**src/rtl/display_pkg.sv**
```systemverilog
// Shared types and constants for the seven-segment display subsystem.
package display_pkg;

  localparam int unsigned CLK_HZ      = 12_000_000;
  localparam int unsigned HOLD_CYCLES = CLK_HZ;

  typedef enum logic [1:0] {
    IDLE = 2'd0,
    LOAD = 2'd1,
    SHOW = 2'd2
  } share_state_t;

  // Active-low digit anode enables used by display_four_digits
  localparam logic [3:0] DIGIT_EN_NONE = 4'b1111;
  localparam logic [3:0] DIGIT_EN_0    = 4'b1110;
  localparam logic [3:0] DIGIT_EN_1    = 4'b1101;
  localparam logic [3:0] DIGIT_EN_2    = 4'b1011;
  localparam logic [3:0] DIGIT_EN_3    = 4'b0111;

endpackage

```
**src/rtl/rr_arbiter.sv**
```systemverilog
// Combinational round-robin picker: first requester at or above ptr (wrapping),
// skipping any requester set in exclude.
module rr_arbiter #(
  parameter int unsigned N     = 3,
  parameter int unsigned PTR_W = 2
) (
  input  logic [N-1:0]     req,
  input  logic [PTR_W-1:0] ptr,
  input  logic [N-1:0]     exclude,
  output logic [N-1:0]     pick,
  output logic             pick_valid
);

  logic [N-1:0] masked;
  logic [N-1:0] rot;
  logic [N-1:0] rot_pick;
  logic         found;

  // Rotate so ptr lands at bit 0, take the lowest set bit, rotate back
  always_comb begin
    masked   = req & ~exclude;
    rot      = N'({masked, masked} >> ptr);
    rot_pick = '0;
    found    = 1'b0;
    for (int i = 0; i < int'(N); i++) begin
      if (rot[i] && !found) begin
        rot_pick[i] = 1'b1;
        found       = 1'b1;
      end
    end
    pick       = N'(({rot_pick, rot_pick} << ptr) >> N);
    pick_valid = |masked;
  end

endmodule

```
**src/rtl/display_share_ctrl.sv**
```systemverilog
// Time-shares the four-digit display between requesters with a minimum hold
// per grant and round-robin rotation at the end of each hold.
module display_share_ctrl
  import display_pkg::*;
#(
  parameter int unsigned NUM_REQ     = 3,
  parameter int unsigned VALUE_W     = 16,
  parameter int unsigned HOLD_CYCLES = display_pkg::HOLD_CYCLES
) (
  input  logic                       clk,
  input  logic                       reset,
  input  logic [NUM_REQ-1:0]         req,
  input  logic [NUM_REQ*VALUE_W-1:0] req_value,
  output logic                       start_signal,
  output logic [VALUE_W-1:0]         input_value,
  output logic [NUM_REQ-1:0]         grant,
  output logic                       busy
);

  localparam int unsigned PTR_W = (NUM_REQ > 1) ? $clog2(NUM_REQ) : 1;
  localparam int unsigned CNT_W = $clog2(HOLD_CYCLES);
  localparam logic [CNT_W-1:0] HOLD_LOAD = CNT_W'(HOLD_CYCLES - 1);

  share_state_t       state_q, state_d;
  logic [CNT_W-1:0]   cnt_q, cnt_d;
  logic [PTR_W-1:0]   ptr_q, ptr_d;
  logic [NUM_REQ-1:0] grant_q, grant_d;
  logic [VALUE_W-1:0] value_q, value_d;
  logic               start_q, start_d;
  logic               busy_q, busy_d;

  logic [NUM_REQ-1:0] excl;
  logic [NUM_REQ-1:0] pick;
  logic               pick_valid;
  logic [PTR_W-1:0]   pick_idx;
  logic [PTR_W-1:0]   next_ptr;
  logic [VALUE_W-1:0] pick_val;
  logic [VALUE_W-1:0] owner_val;
  logic               owner_req;

  // Only the end-of-hold decision excludes the current owner
  assign excl = (state_q == SHOW) ? grant_q : '0;

  rr_arbiter #(
    .N     (NUM_REQ),
    .PTR_W (PTR_W)
  ) u_arb (
    .req        (req),
    .ptr        (ptr_q),
    .exclude    (excl),
    .pick       (pick),
    .pick_valid (pick_valid)
  );

  // One-hot decode of winner and current owner into index and values
  always_comb begin
    pick_idx  = '0;
    pick_val  = '0;
    owner_val = '0;
    owner_req = 1'b0;
    for (int i = 0; i < int'(NUM_REQ); i++) begin
      if (pick[i]) begin
        pick_idx = PTR_W'(i);
        pick_val = req_value[i*VALUE_W +: VALUE_W];
      end
      if (grant_q[i]) begin
        owner_val = req_value[i*VALUE_W +: VALUE_W];
        owner_req = req[i];
      end
    end
    next_ptr = (pick_idx == PTR_W'(NUM_REQ - 1)) ? '0 : pick_idx + PTR_W'(1);
  end

  always_comb begin
    state_d = state_q;
    cnt_d   = cnt_q;
    ptr_d   = ptr_q;
    grant_d = grant_q;
    value_d = value_q;
    start_d = 1'b0;
    busy_d  = busy_q;

    unique case (state_q)
      IDLE: begin
        if (pick_valid) begin
          state_d = LOAD;
          start_d = 1'b1;
          grant_d = pick;
          busy_d  = 1'b1;
          value_d = pick_val;
          ptr_d   = next_ptr;
        end
      end
      LOAD: begin
        cnt_d   = HOLD_LOAD;
        state_d = SHOW;
      end
      SHOW: begin
        if (cnt_q != '0) begin
          cnt_d = cnt_q - CNT_W'(1);
          if (owner_req) value_d = owner_val;
        end else if (pick_valid) begin
          state_d = LOAD;
          start_d = 1'b1;
          grant_d = pick;
          value_d = pick_val;
          ptr_d   = next_ptr;
        end else if (owner_req) begin
          cnt_d   = HOLD_LOAD;
          value_d = owner_val;
        end else begin
          state_d = IDLE;
          grant_d = '0;
          busy_d  = 1'b0;
        end
      end
      default: state_d = IDLE;
    endcase
  end

  always_ff @(posedge clk or posedge reset) begin
    if (reset) begin
      state_q <= IDLE;
      cnt_q   <= '0;
      ptr_q   <= '0;
      grant_q <= '0;
      value_q <= '0;
      start_q <= 1'b0;
      busy_q  <= 1'b0;
    end else begin
      state_q <= state_d;
      cnt_q   <= cnt_d;
      ptr_q   <= ptr_d;
      grant_q <= grant_d;
      value_q <= value_d;
      start_q <= start_d;
      busy_q  <= busy_d;
    end
  end

  assign start_signal = start_q;
  assign input_value  = value_q;
  assign grant        = grant_q;
  assign busy         = busy_q;

endmodule

```
**config.mk**
```make
export PLATFORM = sky130hd
export DESIGN_NAME = display_share_ctrl
export DESIGN_NICKNAME = d
export VERILOG_FILES = /design/src/rtl/display_pkg.sv /design/src/rtl/rr_arbiter.sv /design/src/rtl/display_share_ctrl.sv
export SDC_FILE = /design/constraint.sdc
export NUM_CORES = 1
export LEC_CHECK = 0
export CELL_PAD_IN_SITES_DETAIL_PLACEMENT = 1
export CELL_PAD_IN_SITES_GLOBAL_PLACEMENT = 1
export CORE_MARGIN = 3
export CORE_UTILIZATION = 42
export CTS_CLUSTER_DIAMETER = 120
export CTS_CLUSTER_SIZE = 16
export DETAILED_ROUTE_END_ITERATION = 16
export PLACE_DENSITY_LB_ADDON = 0.1
export SETUP_SLACK_MARGIN = 0.2
export SLEW_MARGIN = 20
export SYNTH_ARGS = -nofsm -noshare
export SYNTH_HDL_FRONTEND = slang
export SYNTH_SLANG_ARGS = --single-unit
```
**constraint.sdc**
```tcl
create_clock -name clk -period 3.75 [get_ports clk]
set_clock_uncertainty 0.05 [all_clocks]
set_input_delay 0.75 -clock clk [delete_from_list [all_inputs] [get_ports clk]]
set_output_delay 0.75 -clock clk [all_outputs]
set_load 0.01 [all_outputs]
```
After elaboration in Yosys (flattened, before gate mapping)
Index checks and enable logic that the tools add are counted.
{"block": "op_classes", "n_eq_ne": 10, "shift": 2, "n_addsub": 2, "n_reduce_logical": 15, "n_bitwise": 2, "muxes": 47}
{"cell": "16-bit two-way mux", "count": 10}
{"cell": "24-bit two-way mux", "count": 3}
{"cell": "24-bit one-hot mux with 2 select lines", "count": 1}
{"cell": "16-bit one-hot mux with 2 select lines", "count": 1}
{"cell": "24-bit nonzero test", "count": 1}
{"cell": "24-bit by 1-bit subtractor with 24-bit output (second input constant)", "count": 1}
{"cell": "2-bit two-way mux", "count": 8}
{"cell": "3-bit two-way mux", "count": 5}
{"cell": "1-bit two-way mux", "count": 14}
{"cell": "2-bit inequality test (second input constant)", "count": 4}
{"cell": "3-bit by 2-bit inequality test with 1-bit output (second input constant)", "count": 2}
{"cell": "2-bit one-hot mux with 3 select lines", "count": 1}
{"cell": "3-bit one-hot mux with 2 select lines", "count": 1}
{"cell": "3-bit AND reduction", "count": 2}
{"cell": "6-bit by 2-bit left shift with 6-bit output", "count": 1}
{"cell": "6-bit by 2-bit >> shifter with 3-bit output", "count": 1}
{"cell": "5-bit AND reduction", "count": 1}
{"cell": "2-bit equality test (second input constant)", "count": 2}
{"cell": "1-bit one-hot mux with 2 select lines", "count": 2}
{"cell": "2-bit one-hot mux with 2 select lines", "count": 1}
{"cell": "2-bit AND reduction", "count": 2}
{"cell": "4-bit AND reduction", "count": 1}
{"cell": "2-bit nonzero test", "count": 2}
{"cell": "3-bit bitwise AND", "count": 1}
{"cell": "other kinds (8)", "count": 10}
{"block": "word_totals", "ff_bits": 49, "output_inout_bits": 21}

Logic depth before layout (Yosys ltp)
Gate-level depths: netlist of the first run.
{"block": "depth", "depth_word": 20, "ltp_mapped": 12}

By module
Synthesis of the first run repeated with hierarchy kept, for this count alone.
{"block": "unflattened", "hier_cells": 385, "hier_area_um2": 3567.2}
{"module": "display_share_ctrl", "cells_each": 372, "seq_area_each_um2": 1226.2, "area_per_inst_um2": 3445.8, "n_inst": 1}
{"module": "rr_arbiter", "cells_each": 13, "seq_area_each_um2": 0.0, "area_per_inst_um2": 121.4, "n_inst": 1}

Worst setup path before layout of the first run
No wires, ideal clock.
{"block": "synth_timing", "path_type": "input to register", "start": "in req[0]", "end": "reg cnt_q[12]", "n_path_buf": 3, "arrival_ps": 2203, "setup_slack_ps": 1371, "path_stages": 8, "setup_ps": 126, "required_time_ps": 3574, "path_cell_list": "a21bo_2 > and4_1 > buf_2 > a2111oi_4 > buf_6 > buf_8 > nor2_2 > a221o_1"}
{"block": "synth_via", "elab_chain_cells": 5}
{"item": "from (decl)", "line": "display_share_ctrl.sv:12", "text": "input logic [NUM_REQ-1:0] req,"}
{"item": "1-bit two-way mux (3 in series)", "line": "display_share_ctrl.sv:66", "text": "if (grant_q[i]) begin"}
{"item": "3-bit by 2-bit inequality test with 1-bit output (no line)"}
{"item": "3-bit AND reduction (no line) (*)"}
{"item": "to (signal assigned)", "line": "display_share_ctrl.sv:132", "text": "cnt_q <= cnt_d;"}
{"item": "to (decl)", "line": "display_share_ctrl.sv:25", "text": "logic [CNT_W-1:0] cnt_q, cnt_d;"}
Mark *: on every way between the ends. The rest lies on a longest branch, timed or not.
A chain may end at the register's enable or synchronous reset.

Worst setup path after layout of the first run
{"block": "layout_timing", "start": "in req[0]", "end": "reg value_q[1] (netlist: input_value[1])"}
{"block": "layout_via", "elab_chain_cells": 16}
{"item": "3-bit bitwise AND", "line": "rr_arbiter.sv:21", "text": "masked = req & ~exclude;"}
{"item": "6-bit by 2-bit >> shifter with 3-bit output", "line": "rr_arbiter.sv:22", "text": "rot = N'({masked, masked} >> ptr);"}
{"item": "1-bit two-way mux", "line": "rr_arbiter.sv:26", "text": "if (rot[i] && !found) begin"}
{"item": "1-bit logical NOT", "line": "rr_arbiter.sv:26"}
{"item": "1-bit logical AND", "line": "rr_arbiter.sv:26"}
{"item": "1-bit two-way mux", "line": "rr_arbiter.sv:26"}
{"item": "1-bit logical NOT", "line": "rr_arbiter.sv:26"}
{"item": "1-bit logical AND", "line": "rr_arbiter.sv:26"}
{"item": "1-bit two-way mux", "line": "rr_arbiter.sv:26"}
{"item": "6-bit by 2-bit left shift with 6-bit output", "line": "rr_arbiter.sv:31", "text": "pick = N'(({rot_pick, rot_pick} << ptr) >> N);"}
{"item": "16-bit two-way mux (3 in series)", "line": "display_share_ctrl.sv:62", "text": "if (pick[i]) begin"}
{"item": "16-bit two-way mux", "line": "display_share_ctrl.sv:102", "text": "end else if (pick_valid) begin"}
{"item": "16-bit two-way mux", "line": "display_share_ctrl.sv:99", "text": "if (cnt_q != '0) begin"}
{"item": "16-bit one-hot mux with 2 select lines", "line": "display_share_ctrl.sv:83", "text": "unique case (state_q)"}
{"item": "to (signal assigned)", "line": "display_share_ctrl.sv:135", "text": "value_q <= value_d;"}
{"item": "to (decl)", "line": "display_share_ctrl.sv:28", "text": "logic [VALUE_W-1:0] value_q, value_d;"}
Parallel ways exist; a longest one is shown, timed or not. The select of a mux whose other input is x is not followed.

==> impl.org, run 1 <==
** Drt
- Using the TritonRoute via totals, the vias-per-cell ratio works out to 6.50.
- DRC viols :: 0
- Detailed route wirelength on metal3 :: 622 um
- The first routing iteration left 200 violations.
- Remaining antenna violation count :: 0
- In the final routed layout, each cell accounts on average for around 21 um.
- The pre-antenna-repair detailed-routing pass consisted of 4 iterations.
- Detailed routing inserted a total of 3529 vias.
- Uppermost layer routed :: met4
- Wire segments on met2 add up to 5.47 mm in the final route.
- Post-route met1 wirelength :: ~5.1 mm
- Total wirelength of the detailed-routed design :: approximately 11 mm

** Synthesis
- Post-Synthesis Net Count :: ~440
- Mean area per synthesized cell :: between 9 and 10 sq um
- After technology mapping, the gate count stands at 378.
- Distinct cell type count after synthesis :: 60
- Synth async-reset ratio :: 100%
- In this run, synthesis inferred 0 flip-flops with an integrated enable.
- Post-synthesis sequential element count :: 49
- Synthesis warning total :: 0
- Most frequently used flop master after synthesis :: dfrtp_1
- Cell area after technology mapping :: 0.00345 sq mm
- Fraction of the yosys area taken by sequential cells :: 35.5%

** Place
- Input and output buffers added on the ports amount to 73.
- Hpwl dp :: ~8 mm
- At the placement stage, the worst setup path has a slack of approximately 0.54 ns.
- Global placement routability congestion :: ~0.84
- In this run the cell area measured after placement is between 0.004 and 0.005 sq mm.
- Count of placed standard cells including taps :: 535

** Timing
- At the pin with the least slew margin, the transition time is 0.901 ns.
- After routing, the total negative slack on setup checks comes to 0 ns.
- Fin crit share :: 77.3%
- The number of slew-limit violations in the final report was 0.
- Setup repair after global routing left no endpoint under its margin.
- Subtracting the final worst setup slack from the clock period gives 2.90 ns.
- Final critical-path setup slack :: about 0.85 ns
- The count of final hold-check violations was 0.
- Final count of negative-setup-slack endpoints :: 0
- Highest achievable clock rate :: 345 MHz
- Measured against its own limit, the worst slew margin works out to 39.9%.

** Critical path
- Traced cell by cell, the critical path runs through clkdlybuf4s50_1 > a21bo_2 > nand4_1 > and4_1 > a2111oi_0 > a311oi_1.
- Data arrives at the worst endpoint at 3.05 ns.
- STA classifies the critical path startpoint as a primary input.
- For this design, the slowest cell found on the critical path is and4_1.
- Crit. Startpoint :: req[0]
- Kind of critical path :: in -> reg
- Worst r2r src :: cnt_q[6]
- Critical Path RT :: 3.90 ns
- STA classifies the critical path endpoint as a flip-flop.
- Worst stage delay on the critical path :: 0.69 ns
- In this run the worst path has a maximum fanout of 16.

** CTS
- Number of buffers inserted for hold repair after clock tree synthesis :: 0
- CTS root buffer :: clkbuf_8
- The later pin in the worst-skew pair is clocked with a latency of about 0.31 ns.
- Level count of the clock H-tree :: 2
- Clock-pin transition on the worst setup and hold timing paths :: 0.11 ns
- Post-CTS timing repair inserted 0 buffers for setup.
- Number of gates resized after CTS :: 0
- CTS sink count :: 49
- TritonCTS clock tree :: built
- Clock tree synthesis inserted a total of 5 buffers.
- Max Buffers Root-to-Sink :: 2

** Finish
- Combined area of the multi-input logic cells :: 0.00201 sq mm
- Final cell count without fillers :: 543
- 0 antenna diodes ended up in the layout.
- Of the cells placed in the final design, the portion with a size suffix greater than 1 is 10.2%.
- The layout has 920 filler cells.
- FF+latch area :: around 0.0012 sq mm
- Area overhead of the layout relative to synthesis :: 26.2%
- Post-route standard cell area excluding fillers :: roughly 0.0044 sq mm
- Final net count :: 499

** Worst hold path
- The worst hold path begins at ptr_q[0].
- Class of the worst hold path :: reg -> reg

** Global routing
- The number of global-route vias before repair came to ~3600.
- The number of antenna violations at the first check in global routing was 0.
- The first global-routing pass estimated 18.6 mm of wire.
- Across every metal layer, demand over resource in global routing totals 24.0%.
- Residual overflow from global routing :: 0
- Pin count of the biggest net entering global routing :: 50

** Die
- Core Box Area :: 0.00785 sq mm
- I/O Pins :: 74
- Overall die area :: about 0.0093 sq mm
- The initial utilization of the core area, before any placement, comes to about 44%.
- Number of placement rows :: 32
- In this run the vertical extent of the chip is 96.6 um.
- Measured along the x axis, the die boundary spans 96.6 um.

** Status
- The flow ran to the end, and the final reports show no timing, DRC or antenna violations.

** Run
- Maximum capacitance violations :: 0

** Power and ir drop
- IR analysis of the VDD net gives a maximum drop of 430 uV.
- PD cells :: between 600 and 700 mW/mm^2
- Static Leakage :: 1.52 nW
## layer usage
| layer | GRT usage, % | up-vias |
|---|---|---|
| li1 | - | 1634 |
| met1 | 33.2 | 1773 |
| met5 | 0 | - |
| met4 | 6.48 | 0 |
| met3 | 4.18 | 10 |
| met2 | 38.7 | 112 |
## sequential cells by signal, summed over array words and instances, names as in the netlist
signal / count
busy: 1
cnt_q: 24
grant: 3
input_value: 16
ptr_q: 2
start_signal: 1
state_q: 2
## layout make-up
class | count | share of cell area, %
Timing Repair Buffer | 86 | 19.3
Clock inverter | 3 | 1.06
Clock buffer | 5 | 1.58
Inverter | 8 | 0.718
Sequential cell | 49 | 28.2
Tap cell | 102 | 2.93
Multi-Input combinational cell | 290 | 46.3
## cell usage in the layout, fill, tap and decap left out, types with 10 or more instances in the layout
cell type        count
clkdlybuf4s50_1     73
dfrtp_1             49
a22oi_1             35
a21oi_1             30
nor2_1              28
nand2_1             24
nand3_1             16
a2111oi_0           16
a311oi_1            16
buf_4               12
o31ai_1             11
o21ai_0             10
or4_1               10
## path summary, 6_finish.rpt
kind                                  end  slack (ns)  depth (start not counted)
max                        input_value[1]        0.85                          6
min                              ptr_q[0]        0.51                          1
max reg2reg                input_value[1]        0.86                          5
min reg2reg                      ptr_q[0]        0.51                          1
max in group asynchronous        grant[2]        2.23                          2
min in group asynchronous        cnt_q[8]        0.86                          2
## worst max-delay path, delay by kind of cell
kind / cells / cell delay [ns]
compound gates: 3 / 0.78
buf+inv: 1 / 0.55
simple gates: 2 / 0.98
## power breakdown
part | switching, mW | internal, mW | total (mW) | leakage (nW)
clock | 0.197 | 0.200 | 0.397 | 0.0543
sequential | 0.0995 | 0.671 | 0.771 | 0.538
combinational | 0.896 | 0.655 | 1.55 | 0.925
total | 1.19 | 1.53 | 2.72 | 1.52
## cell usage after synthesis (all sizes together), types with 5 or more instances
cell | instances | area (sq um)
o311ai | 5 | 43.8
nand2b | 5 | 31.3
nor4 | 6 | 73.8
or3 | 7 | 43.8
inv | 8 | 30.0
dfrtp | 49 | 1230
buf | 18 | 131
nor2 | 29 | 111
a21oi | 31 | 159
a2111oi | 17 | 168
a311oi | 16 | 140
nand4 | 6 | 37.5
nand2 | 25 | 96.4
o31ai | 11 | 82.6
or4 | 10 | 75.1
nand3 | 17 | 90.1
clkbuf | 13 | 48.8
a22oi | 35 | 263
ha | 6 | 75.1
o21ai | 10 | 50.1
## per-stage QoR
stage,power (mW),util (%),hold WS (ns)
2_1_floorplan,1.72,-,0.432
3_3_place_gp,2.28,54.0,0.477
3_5_place_dp,2.33,54.0,0.481
4_1_cts,2.73,55.5,0.512
5_1_grt,2.91,55.5,0.536
6_report,2.72,55.5,0.511
## kinds of logic (layout without fill, tap and decap cells)
group | count (synthesis) | after routing | synth area share, %
compound gates | 153 | 153 | 33.5
simple gates | 128 | 128 | 21.7
flops | 49 | 49 | 35.5
buf+inv | 39 | 102 | 6.09
fa+ha+maj | 6 | 6 | 2.18
mux | 3 | 3 | 0.943
(Power assumes the default switching activity.)
==> run 2: changes to the inputs <==
Settings changed: CORE_UTILIZATION 42 to 35.
Clock period 3.75 ns to 2.55 ns, I/O delays scaled along.
==> run 2 against run 1 <==
  * Routed wire length up 7.8%
  * Global-route usage down 1.9 points
  * Critical path depth up 2
  * Critical path type unchanged
  * Highest routed layer unchanged
==> impl.org, run 2 (synthesis gave the netlist of run 1 again) <==
** Status
- The run finished with clean final reports.

** CTS
- Clock tree synthesis found a total of 49 sinks.
- The clock reaches the later pin of the worst-skew pair after between 0.3 and 0.4 ns.
- After clock tree synthesis, the clock-pin slew on the worst setup and hold paths is 0.11 ns.
- Number of buffers inserted for hold repair after clock tree synthesis :: 0
- TritonCTS built the clock tree.
- Max Buffers Root-to-Sink :: 2
- Number of buffers inserted during clock tree synthesis :: 5
- The tree is rooted in a clkbuf_8.
- The clock tree synthesis step divided the H-tree into 2 levels.

** Drt
- After detailed routing, the average wire length per cell comes to 20.2 um.
- Number of DRC violations after detailed-routing iteration 0 :: 161
- The routed layout has 3666 vias.
- Once detail routing completed, the nets flagged for antenna violations numbered 0.
- Dividing the detail-routed via count by the number of cells gives between 6 and 7.
- Total wirelength of the detailed-routed design :: 12.2 mm
- In the routed design, unresolved DRC markers number 0.
- The first TritonRoute pass finished after 4 iterations.

** Critical path
- Traced cell by cell, the critical path runs through clkdlybuf4s50_1 > a21bo_4 > nand4_1 > buf_4 > o211ai_2 > buf_12 > a2111oi_0 > a311oi_1.
- R2R depth :: 9
- Worst stage delay on the critical path :: 0.49 ns
- CP arrival :: 2.41 ns
- Worst r2r src :: state_q[0]
- The worst setup path is captured at a flip-flop.
- FF-to-FF setup slack :: around 0.32 ns
- Along the worst path, the maximum fanout reaches 16.
- CP max stage cell :: clkdlybuf4s50_1
- Critical register-to-register path endpoint :: cnt_q[19]
- Data on the critical path is required at its endpoint by approximately 2.7 ns.
- The worst setup path is of the in -> reg kind.
- Critical Path Start Type :: primary input

** Worst hold path
- Class of the worst hold path :: in -> async

** Power and ir drop
- The worst-case IR drop observed on VDD is just over 500 uV.
- Static Leakage :: 1.74 nW
- Reg power frac :: approximately a quarter
- Switching fraction of total power :: a little over two fifths
- Power dissipated by switching net loads :: 1.90 mW
- Per report_power, the combinational group accounts for 62.2% of the total.
- Dividing total power by cell area gives a power density of 904 mW/mm^2.
- Cell internal power was estimated by the tool at 2.47 mW.
- The clock network accounts for a little under an eighth of the total power.
- Total chip power :: 4.37 mW

** Global routing
- Entering global routing, the biggest net connects 50 pins.
- The number of antenna violations at the first check in global routing is 0.
- Vias in the first global route :: 3833
- The first global-routing pass estimated 20.1 mm of wire.
- After global routing the overflow that remains totals 0.
- Global-route total usage across every layer :: 22.0%

** Finish
- Cells fill a little over 50% of the core in the end.
- Most common cell after layout, fill and taps aside :: clkdlybuf4s50_1
- Area overhead of the layout relative to synthesis :: 40.0%
- Diode insertion count for antenna repair :: 0
- In the layout the commonest cells are clkdlybuf4s50_1 (71), dfrtp_1 (49), buf_4 (40).
- The register with the most flip-flops in the final layout is cnt_q.
- The register with the most flip-flops in the layout has 24 of them.
- The post-route netlist has 20.5% of its cells at a drive strength greater than 1.
- Final net count :: 535

** Die
- In this run the vertical extent of the chip is approximately 110 um.
- In this run the count of I/O pins placed on the die edge is between 70 and 80.
- For this configuration, the core starts out at a cell density of a little over a third.
- The die is 105 um wide.
- Core Box Area :: 0.00942 sq mm
- Number of placement rows :: 35
- Overall die area :: 0.0111 sq mm

** Timing
- Slew Limit Fails :: 0
- Sum of negative setup slack :: 0 ns
- The worst path uses around nine tenths of the clock period.
- For the pin with the worst max-slew slack, the measured transition is 0.420 ns.
- Worst slew margin relative to its limit :: 71.3%
- Count of final hold-check violations :: 0
- Final count of negative-setup-slack endpoints :: 0
- Subtracting the final worst setup slack from the clock period gives 2.28 ns.
- Setup repair after global routing could not meet its margin everywhere.
- Highest achievable clock rate :: around 440 MHz

** Place
- Buffers placed on the I/O ports in this run total 73.
- Hpwl dp :: ~8.8 mm
- Global placement routability congestion :: around 0.8

** Run
- Maximum capacitance violations :: 0
-- run 2: cell types whose count changed in the layout (fill, tap and decap cells not counted), sizes merged --
| cell | delta |
|---|---|
| bufinv | -1 |
| dlymetal6s2s | +1 |
| buf | +36 |
| clkdlybuf4s50 | -2 |
| clkinv | -2 |
| inv | +3 |
| dlygate4sd2 | +1 |
-- run 2: final cells by class --
class                           count  area (sq um)
Multi-Input combinational cell    290          2110
Timing Repair Buffer              122          1200
Inverter                            8          30.0
Clock buffer                        5          68.8
Tap cell                          129           161
Fill cell                        1081          4590
Clock inverter                      3          25.0
Sequential cell                    49          1230
-- run 2: layer usage --
layer | share of wire (%) | vias to the layer above | GRT usage (%)
met2 | 48 | 90 | 36.3
li1 | - | 1706 | -
met3 | 4.1 | 11 | 2.88
met4 | 1.1 | 0 | 4.50
met5 | 0 | - | 0
met1 | 47 | 1859 | 31.0
-- run 2: worst max-delay path by stage --
stage                           from              end  slack (ns)  depth (start not counted)
after global placement        req[1]        cnt_q[12]       -0.11                          7
final                         req[0]   input_value[0]        0.27                          8
after global routing       cnt_q[17]         cnt_q[5]        0.16                          8
after CTS                     req[1]        cnt_q[19]        0.21                          8
after floorplan           state_q[1]        cnt_q[12]        0.18                         10
after detailed placement      req[2]  input_value[12]       -0.23                          8
-- run 2: per-stage QoR --
stage / setup slack, ns / hold slack [ns] / std cells / area, sq um
6_report: 0.275 / 0.501 / 606 / 4830
5_1_grt: 0.156 / 0.512 / 606 / 4830
4_1_cts: 0.215 / 0.510 / 602 / 4740
3_5_place_dp: -0.232 / 0.478 / 594 / 4630
3_3_place_gp: -0.115 / 0.482 / 594 / 4630
2_1_floorplan: 0.179 / 0.432 / 378 / 3490
-- run 2: worst max-delay path: cells and delay by family --
| kind | cells | cell delay [ns] |
|---|---|---|
| AO/OA/AOI/OAI | 4 | 0.86 |
| buffers and inverters | 3 | 0.83 |
| AND/OR/NAND/NOR | 1 | 0.19 |
-- run 2: power groups by stage --
stage               registers [mW]  clock network [mW]  logic [mW]
floorplan                     1.19                   0        1.37
detailed placement            1.15                   0        2.60
finish                        1.14               0.513        2.72
global placement              1.14                   0        2.55
CTS                           1.14               0.533        2.62
global route                  1.17               0.558        2.93
-- run 2: what timing repair did --
| action | CTS | global route |
|---|---|---|
| pin swaps | 0 | 2 |
| resized for setup | 7 | 23 |
| setup endpoints to repair | 3 | 40 |
| cloned | 0 | 0 |
| buffers inserted | 0 | 4 |
==> run 3: changes to the inputs <==
Settings changed: TNS_END_PERCENT set to 30.
==> run 3 against run 2 <==
  * Fmax grew 0.20%
  * Sequential share of layout area barely moved
  * First-iteration DRC count increased by 5.0%
  * Critical path depth shrank 1
  * Clock-buffer cell count stayed put
  * Clock power barely moved
  * Critical path type unchanged
  * Highest routed layer unchanged
==> impl.org, run 3 (synthesis gave the netlist of run 1 again) <==
** Finish
- Register name with the most flops :: cnt_q
- In the final layout, the share of cells above drive strength 1 is 20.0%.
- In the layout the commonest cells are clkdlybuf4s50_1 (71), dfrtp_1 (49), buf_4 (38).
- Summing all multi-input logic gate instances after layout gives 0.00211 sq mm.
- After the flow finishes, the layout carries non-filler instances totaling 605.
- Diode insertion count for antenna repair :: 0
- The register with the most flip-flops in the layout has 24 of them.
- Area overhead of the layout relative to synthesis :: 39.8%
- In the final design database the tool counted 534 nets.
- Counting the fill cells in the layout gives approximately 1100.
- The library cell used most frequently in the layout, excluding fill and tap cells, is clkdlybuf4s50_1.
- FF+latch area :: about 0.0012 sq mm

** CTS
- Number of buffers inserted during clock tree synthesis :: 5
- The later pin in the worst-skew pair is clocked with a latency of 0.32 ns.
- The clock net in this run drives a total of 49 sinks.
- CTS root buffer :: clkbuf_8
- Clock-pin slew was measured on the worst setup and hold paths at 0.11 ns.
- The H-tree generated during clock tree synthesis spans 2 levels.
- In this run, post-CTS hold repair placed 0 buffers.
- TritonCTS clock tree :: built
- Max Buffers Root-to-Sink :: 2

** Die
- The floorplan has 35 rows.
- Height of the die :: 105 um
- The floorplan step defined a core boundary enclosing ~0.0094 sq mm.
- I/O Pins :: 74
- Overall die area :: between 0.01 and 0.015 sq mm
- From left edge to right edge, the die measures 105 um.
- Once the floorplan was initialized, standard cells occupied 36.7% of the core.

** Critical path
- CP arrival :: 2.40 ns
- Of all nets on the critical path, the largest fanout is 16.
- The worst setup path is captured at a flip-flop.
- STA puts the critical path data required time at 2.68 ns.
- By startpoint and endpoint, the worst setup path is classified as in -> reg.
- The setup check on the worst reg-to-reg path leaves a slack of 0.29 ns.
- Critical Path Start Type :: primary input

** Global routing
- Global routing consumed, over all layers together, 22.0% of the routing resources.
- Residual overflow from global routing :: 0
- Antenna violations before repair :: 0
- The first global-routing pass estimated 20.1 mm of wire.
- Vias in the first global route :: about 3800
- Entering global routing, the biggest net connects 50 pins.

** Drt
- In the routed layout, each cell is associated on average with a via count of 6.04.
- Overall via count from detail_route :: 3652
- Length of the first detailed-routing pass in iterations :: 4
- Number of DRC violations after detailed-routing iteration 0 :: between 150 and 200
- In the final routed layout, each cell accounts on average for 20.2 um.
- Remaining antenna violation count :: 0
- The routed design has 12.2 mm of wire.
- DRC viols :: 0

** Timing
- Counting I/O delays and the setup requirement, the final critical path takes ~2.3 ns.
- RSZ-0062 raised after global routing :: true
- Count of final hold-check violations :: 0
- Setup violations remaining at the end of the flow were counted as 0.
- Slew Limit Fails :: 0
- Sum of negative setup slack :: 0 ns
- Worst slew margin relative to its limit :: 71.3%
- Worst Hold Margin :: between 0.5 and 0.6 ns
- In the finished design, the share of the clock period the worst path needs comes to slightly below 90%.
- Derived from the worst setup path, the maximum achievable clock frequency is 440 MHz.
- Transition time at the pin with the least slew margin :: between 0.4 and 0.5 ns

** Place
- Count of placed standard cells including taps :: 594
- IO buf count :: 73
- Detailed placement ended at an HPWL of 8.80 mm.
- Routability-driven placement finished with a final weighted congestion of 0.801.

** Worst hold path
- The worst hold path belongs to the class in -> async.

** Power and ir drop
- Static Leakage :: 1.74 nW
- The design draws 4.36 mW.
- PD cells :: 905 mW/mm^2
- VDD sags by at most 539 uV.

** Run
- Maximum capacitance violations :: 0

** Status
- The run finished with clean final reports.
-- run 3: final cells by class --
type	count	area share [%]
clock buffer	5	1.43
inverter	8	0.622
timing repair buffer	121	24.9
clock inverter	3	0.519
multi-input combinational	290	43.7
sequential	49	25.4
tap	129	3.35
-- run 3: repair_timing --
| item | 4_1_cts | 5_1_grt |
|---|---|---|
| endpoints found under the setup margin | 3 | 40 |
| setup buffers | 0 | 3 |
| endpoints found under the hold margin | 0 | 0 |
| gates resized for setup | 3 | 24 |
| pin swaps | 0 | 2 |
-- run 3: worst max-delay path: stages --
cell             delay (ns)
clkdlybuf4s50_1        0.43
a21bo_4                0.20
nand4_1                0.28
and4_1                 0.29
buf_12                 0.16
a2111oi_1              0.42
a311oi_1               0.10
-- run 3: worst paths after layout --
path | start | end | cells after the start
setup / recovery | req[0] | input_value[9] | 7
hold / removal | reset | cnt_q[8] | 3
hold reg to reg | ptr_q[0] | ptr_q[0] | 1
max in group asynchronous | reset | grant[0] | 3
setup reg to reg | state_q[0] | input_value[9] | 8
min in group clk | ptr_q[0] | ptr_q[0] | 1
-- run 3: where the power goes --
group	internal (mW)	switching [mW]	leakage (nW)
registers	0.987	0.149	0.538
logic	1.28	1.43	1.16
clock network	0.201	0.313	0.0452
-- run 3: through the flow --
step | utilization, % | setup WS (ns) | instance area [sq um]
global route | 51.2 | 0.150 | 4820
detailed placement | 49.2 | -0.232 | 4630
finish | 51.2 | 0.279 | 4820
global placement | 49.2 | -0.115 | 4630
CTS | 50.3 | 0.173 | 4730
floorplan | - | 0.179 | 3490
-- run 3: layer usage --
metal / share of wire, % / vias up / wire, um / global-route usage (%)
li1: - / 1702 / - / -
met1: 46 / 1860 / 5660 / 31.0
met2: 49 / 81 / 6010 / 36.3
met3: 3.6 / 9 / 443 / 2.88
met4: 1.0 / 0 / 122 / 4.50
met5: 0 / - / 0 / 0
